`config.mk`:
```
export PLATFORM = sky130hd
export DESIGN_NAME = seq_restoring_divider_flat
export DESIGN_NICKNAME = d
export VERILOG_FILES = /design/src/rtl/seq_restoring_divider_if.sv /design/src/rtl/seq_restoring_divider.sv /design/src/flat_wrapper.sv
export SDC_FILE = /design/constraint.sdc
export NUM_CORES = 1
export LEC_CHECK = 0
export CAP_MARGIN = 40
export CORE_MARGIN = 2
export CORE_UTILIZATION = 54
export DETAILED_ROUTE_END_ITERATION = 6
export GPL_TIMING_DRIVEN = 0
export PLACE_DENSITY = 0.8
export REMOVE_ABC_BUFFERS = 1
export SLEW_MARGIN = 15
export SYNTH_ARGS = -nofsm -noshare
export SYNTH_HDL_FRONTEND = slang
export SYNTH_SLANG_ARGS = --single-unit
export TNS_END_PERCENT = 5
```
`constraint.sdc`:
```
create_clock -name CLOCK_50 -period 3.2 [get_ports CLOCK_50]
set_input_delay 0.96 -clock CLOCK_50 [delete_from_list [all_inputs] [get_ports CLOCK_50]]
set_output_delay 0.96 -clock CLOCK_50 [all_outputs]
set_load 0.01 [all_outputs]
```
`src/rtl/seq_restoring_divider_if.sv`:
```
// Handshake bundle for seq_restoring_divider.
// Requester drives master, divider takes slave.
interface seq_restoring_divider_if #(
   parameter int WIDTH = 8
);
   logic             start;
   logic [WIDTH-1:0] dividend;
   logic [WIDTH-1:0] divisor;
   logic             busy;
   logic             done;
   logic [WIDTH-1:0] quotient;
   logic [WIDTH-1:0] remainder;
   logic             div_by_zero;

   modport master (
      output start, dividend, divisor,
      input  busy, done, quotient, remainder, div_by_zero
   );

   modport slave (
      input  start, dividend, divisor,
      output busy, done, quotient, remainder, div_by_zero
   );
endinterface

```
`src/rtl/seq_restoring_divider.sv`:
```
// Multi-cycle restoring divider, one iteration per clock.
// Define DIVIDER_SIGNED_EN for two's complement operands.
module seq_restoring_divider #(
   parameter int WIDTH = 8
) (
   input logic                    CLOCK_50,
   input logic                    reset,
   seq_restoring_divider_if.slave bus
);
   localparam int CW = $clog2(WIDTH + 1);

   typedef enum logic [1:0] {
      S_IDLE,
      S_RUN,
      S_DONE
   } state_t;

   state_t state, state_nxt;

   logic [WIDTH:0]   a_reg;
   logic [WIDTH-1:0] q_reg;
   logic [WIDTH-1:0] m_reg;
   logic [CW-1:0]    count;
   logic [WIDTH-1:0] quotient;
   logic [WIDTH-1:0] remainder;
   logic             div_by_zero;

   logic [WIDTH:0]   a_sh;
   logic [WIDTH-1:0] q_sh;
   logic [WIDTH:0]   diff;
   logic [WIDTH:0]   a_nxt;
   logic [WIDTH-1:0] q_nxt;
   logic             last;
   logic             dvs_zero;
   logic [WIDTH-1:0] dvd_mag;
   logic [WIDTH-1:0] dvs_mag;
   logic [WIDTH-1:0] q_res;
   logic [WIDTH-1:0] r_res;

   assign dvs_zero = (bus.divisor == '0);
   assign last     = (count == CW'(WIDTH - 1));

`ifdef DIVIDER_SIGNED_EN
   logic neg_q;
   logic neg_r;

   assign dvd_mag = bus.dividend[WIDTH-1] ? -bus.dividend : bus.dividend;
   assign dvs_mag = bus.divisor[WIDTH-1]  ? -bus.divisor  : bus.divisor;
   assign q_res   = neg_q ? -q_nxt : q_nxt;
   assign r_res   = neg_r ? -a_nxt[WIDTH-1:0] : a_nxt[WIDTH-1:0];

   // Remember result signs from the operands at acceptance
   always_ff @(posedge CLOCK_50) begin
      if (reset) begin
         neg_q <= 1'b0;
         neg_r <= 1'b0;
      end else if (state == S_IDLE && bus.start) begin
         neg_q <= bus.dividend[WIDTH-1] ^ bus.divisor[WIDTH-1];
         neg_r <= bus.dividend[WIDTH-1];
      end
   end
`else
   assign dvd_mag = bus.dividend;
   assign dvs_mag = bus.divisor;
   assign q_res   = q_nxt;
   assign r_res   = a_nxt[WIDTH-1:0];
`endif

   // One shift/subtract/restore step on {A,Q}
   always_comb begin
      a_sh  = {a_reg[WIDTH-1:0], q_reg[WIDTH-1]};
      q_sh  = {q_reg[WIDTH-2:0], 1'b0};
      diff  = a_sh - {1'b0, m_reg};
      a_nxt = a_sh;
      q_nxt = q_sh;
      if (!diff[WIDTH]) begin
         a_nxt = diff;
         q_nxt = q_sh | WIDTH'(1);
      end
   end

   // State register
   always_ff @(posedge CLOCK_50) begin
      if (reset) state <= S_IDLE;
      else       state <= state_nxt;
   end

   // Next-state: zero divisor skips straight to DONE
   always_comb begin
      state_nxt = state;
      unique case (state)
         S_IDLE: begin
            if (bus.start)
               state_nxt = dvs_zero ? S_DONE : S_RUN;
         end
         S_RUN: begin
            if (last) state_nxt = S_DONE;
         end
         S_DONE:  state_nxt = S_IDLE;
         default: state_nxt = S_IDLE;
      endcase
   end

   // Operand capture, iteration and result registers
   always_ff @(posedge CLOCK_50) begin
      if (reset) begin
         a_reg       <= '0;
         q_reg       <= '0;
         m_reg       <= '0;
         count       <= '0;
         quotient    <= '0;
         remainder   <= '0;
         div_by_zero <= 1'b0;
      end else begin
         unique case (state)
            S_IDLE: begin
               if (bus.start) begin
                  a_reg <= '0;
                  q_reg <= dvd_mag;
                  m_reg <= dvs_mag;
                  count <= '0;
                  if (dvs_zero) begin
                     quotient    <= '1;
                     remainder   <= bus.dividend;
                     div_by_zero <= 1'b1;
                  end
               end
            end
            S_RUN: begin
               a_reg <= a_nxt;
               q_reg <= q_nxt;
               count <= count + 1'b1;
               if (last) begin
                  quotient    <= q_res;
                  remainder   <= r_res;
                  div_by_zero <= 1'b0;
               end
            end
            default: ;
         endcase
      end
   end

   assign bus.busy        = (state == S_RUN);
   assign bus.done        = (state == S_DONE);
   assign bus.quotient    = quotient;
   assign bus.remainder   = remainder;
   assign bus.div_by_zero = div_by_zero;
endmodule

```
`src/flat_wrapper.sv`:
```
// flat-port wrapper written by rule: the top's interface ports become plain ports
module seq_restoring_divider_flat 
#(
   parameter int WIDTH = 8
)
  (CLOCK_50, reset, bus_start, bus_dividend, bus_divisor, bus_busy, bus_done, bus_quotient, bus_remainder, bus_div_by_zero);
  seq_restoring_divider_if #(.WIDTH(WIDTH)) bus_i ();
  input logic CLOCK_50;
  input logic reset;
  input wire logic [$bits(bus_i.start)-1:0] bus_start;
  input wire logic [$bits(bus_i.dividend)-1:0] bus_dividend;
  input wire logic [$bits(bus_i.divisor)-1:0] bus_divisor;
  output wire logic [$bits(bus_i.busy)-1:0] bus_busy;
  output wire logic [$bits(bus_i.done)-1:0] bus_done;
  output wire logic [$bits(bus_i.quotient)-1:0] bus_quotient;
  output wire logic [$bits(bus_i.remainder)-1:0] bus_remainder;
  output wire logic [$bits(bus_i.div_by_zero)-1:0] bus_div_by_zero;
  assign bus_i.start = bus_start;
  assign bus_i.dividend = bus_dividend;
  assign bus_i.divisor = bus_divisor;
  assign bus_busy = bus_i.busy;
  assign bus_done = bus_i.done;
  assign bus_quotient = bus_i.quotient;
  assign bus_remainder = bus_i.remainder;
  assign bus_div_by_zero = bus_i.div_by_zero;
  seq_restoring_divider #(.WIDTH(WIDTH)) u_core (.CLOCK_50(CLOCK_50), .reset(reset), .bus(bus_i));
endmodule
```
==> results.sh <==
export IMPL_outcome="completed"
export IMPL_cts_buffers=5
export IMPL_setup_tns_ns=0
export IMPL_wl_um=6130
export IMPL_rows=24
export IMPL_post_cts_buffers=0
export IMPL_cts_path_max_buffers=2
export IMPL_synth_flop_cell="dfxtp_1"
export IMPL_area_growth_pct=18.1
export IMPL_min_to="u_core.m_reg[1]"
export IMPL_synth_area_top_cells="dfxtp_1 37%, nor2_1 9.1%, nand2_1 7.6%"
export IMPL_rsz0062_at_grt="no"
export IMPL_dieArea_mm2=0.00524
export IMPL_path_clk_slew_ns=0.09
export IMPL_ys_seq_elements=47
export IMPL_switching_power_mw=0.671
export IMPL_ff_latch_area_um2=942
export IMPL_ant_nets=0
export IMPL_synth_compound_area_share_pct=22.2
export IMPL_gp_congestion=0.910
export IMPL_synth_top_family_by_area="simple AND/OR/NAND/NOR gates"
export IMPL_critical_path_required_ns=2.24
export IMPL_cp_arrival_ns=2.11
export IMPL_core_area_mm2=0.00444
export IMPL_worst_slack_ns=0.133
export IMPL_synth_top_area_share_pct=37.2
export IMPL_yosysSeqAreaShare_pct=37.2
export IMPL_setup_worst_path_start_class="flip-flop"
export IMPL_worst_r2r_setup_slack_ns=0.40
export IMPL_place_area_mm2=0.00289
export IMPL_clock_sinks=47
export IMPL_timing_rr_end="u_core.bus.remainder[7]"
export IMPL_dr_pass1_iters=5
export IMPL_synthesis_area_mm2=0.00253
export IMPL_mostFrequentLayoutCell="nor2_1"
export IMPL_hp_start="u_core.m_reg[1]"
export IMPL_p_int_mw=1.14
export IMPL_yosysWarnings=0
export IMPL_first_global_vias=2152
export IMPL_criticalPathCategory="flip-flop to output pin"
export IMPL_fin_cells=414
export IMPL_ctsRootBufferMaster="clkbuf_8"
export IMPL_skew_ns=0.00574
export IMPL_hold_slack_ns=0.455
export IMPL_synth_xor_xnor_area_share_pct=1.04
export IMPL_grt_remaining_overflow=0
export IMPL_maxSlewViolCount=0
export IMPL_synth_fa_ha_area_share_pct=5.25
export IMPL_place_ws_ns=-0.212
export IMPL_die_y_um=72.4
export IMPL_diodes=0
export IMPL_fin_area_mm2=0.00298
export IMPL_clk_latency_ns=0.30
export IMPL_vias=2480
export IMPL_seqPwrFrac_pct=39.3
export IMPL_via_per_inst=5.99
export IMPL_synth_edff_count=0
export IMPL_crit_fanout=18
export IMPL_multi_input_area_mm2=0.00147
export IMPL_wl_per_cell_um=14.8
export IMPL_clockPowerShare_pct=20.1
export IMPL_finalHoldViolCount=0
export IMPL_ioPinCount=38
export IMPL_fillers=401
export IMPL_period_share_pct=95.8
export IMPL_nets=391
export IMPL_setup_viol=0
export IMPL_power_density_mw_per_mm2=606
export IMPL_yosys_area_share_simple_pct=27.9
export IMPL_switching_share_pct=37.1
export IMPL_postCtsHoldBufs=0
export IMPL_p_leak_nw=1.13
export IMPL_post_route_util_pct=67.1
export IMPL_start_util_pct=56.8
export IMPL_maxCapViolations=0
export IMPL_grt_use_total_pct=24.2
export IMPL_syn_area_per_cell_um2=7.59
export IMPL_async_reset_ff_share_pct=0
export IMPL_synth_top_area_cell="dfxtp_1"
export IMPL_drive_gt1_share_pct=7.73
export IMPL_h_tree_depth=2
export IMPL_grt_pass1_wl_um=10000
export IMPL_drc=0
export IMPL_fmax_ghz=0.326
export IMPL_antenna_found_initial=0
export IMPL_finalPower_mw=1.81
export IMPL_slew_headroom_pct=50.6
export IMPL_grt_max_degree=42
export IMPL_min_period_ns=3.07
export IMPL_dp_cells=407
export IMPL_muxShareOfSynthArea_pct=1.49
export IMPL_yosysUniqueCellTypes=49
export IMPL_syn_instance_count=333
export IMPL_end_kind="output pin"
export IMPL_worst_r2r_path_depth=7
export IMPL_numPortBuffers=37
export IMPL_drt_initial_drc_count=183
export IMPL_r2r_start="u_core.state[1]"
export IMPL_whs_path_depth=2
export IMPL_hold_class="flip-flop to flip-flop"
export IMPL_worst_slew_pin_slew_ns=0.741
export IMPL_p_comb_share_pct=40.6
export IMPL_mostFrequentLayoutCells="61 x nor2_1, 51 x nand2_1, 46 x dfxtp_1"
export IMPL_chipWidth_um=72.4
export IMPL_vdd_drop_max_uv=345
export IMPL_tritoncts="done"
export IMPL_dpl_hpwl_um=4510
[cells by family after synthesis]
kind of cell,after synthesis
AOI/OAI and AO/OA,84
and+or+nand+nor,159
DFF,47
buffers and inverters,28
muxes,2
adders and majority gates,10
xor gates and xnor gates,3
[routing by layer]
metal	global-route usage (%)	wire, µm
met1	34.5	2970
met5	0	0
met3	4.17	240
met4	7.00	68
met2	37.9	2860
[what timing repair did]
action | in CTS | in global routing
gates cloned | 0 | 0
endpoints found under the setup margin | 10 | 18
gates resized for setup | 1 | 2
pin swaps | 0 | 0
[worst max-delay path, cell delays in order (launching register included)]
cell	delay, ns
dfxtp_1	0.44
nand2b_2	0.41
inv_2	0.35
clkdlybuf4s50_1	0.61
[area by class of cell]
class | count | share of cell area (%)
inverter | 12 | 1.51
clock buffer | 6 | 2.77
sequential | 47 | 31.6
tap | 52 | 2.18
clock inverter | 1 | 0.168
multi-input combinational | 258 | 49.3
timing repair buffer | 38 | 12.5
[synthesized netlist by cell type, types with 3 or more instances]
| cell type | number |
|---|---|
| nor2_1 | 61 |
| nand2_1 | 51 |
| dfxtp_1 | 47 |
| a21oi_1 | 26 |
| o21ai_0 | 14 |
| nor3_1 | 12 |
| clkbuf_1 | 11 |
| inv_1 | 11 |
| a211oi_1 | 9 |
| ha_1 | 9 |
| nand3_1 | 8 |
| a21o_1 | 6 |
| a22oi_1 | 6 |
| a311oi_1 | 6 |
| nand2b_1 | 5 |
| and2_1 | 4 |
| a211oi_2 | 3 |
| nor2_2 | 3 |
| xor2_1 | 3 |
[power by group through the flow]
| stage | logic [mW] | registers, mW | clock network [mW] |
|---|---|---|---|
| 2_1_floorplan | 0.499 | 0.721 | 0 |
| 3_3_place_gp | 0.703 | 0.719 | 0 |
| 3_5_place_dp | 0.722 | 0.722 | 0 |
| 4_1_cts | 0.725 | 0.709 | 0.365 |
| 5_1_grt | 0.816 | 0.718 | 0.389 |
| 6_report | 0.734 | 0.711 | 0.362 |
[how the worst max path moves through the flow]
stage,from,endpoint,slack [ns],depth (start not counted)
after global placement,bus_start,u_core.bus.quotient[0],-0.20,7
after CTS,u_core.state[0],bus_busy,0.02,3
final,u_core.state[1],bus_busy,0.13,3
after detailed placement,bus_start,u_core.bus.remainder[7],-0.21,7
after floorplan,u_core.state[1],u_core.bus.remainder[7],0.85,7
after global routing,u_core.state[1],bus_busy,0.07,3
Note: power is estimated with default switching activity, not from simulation.
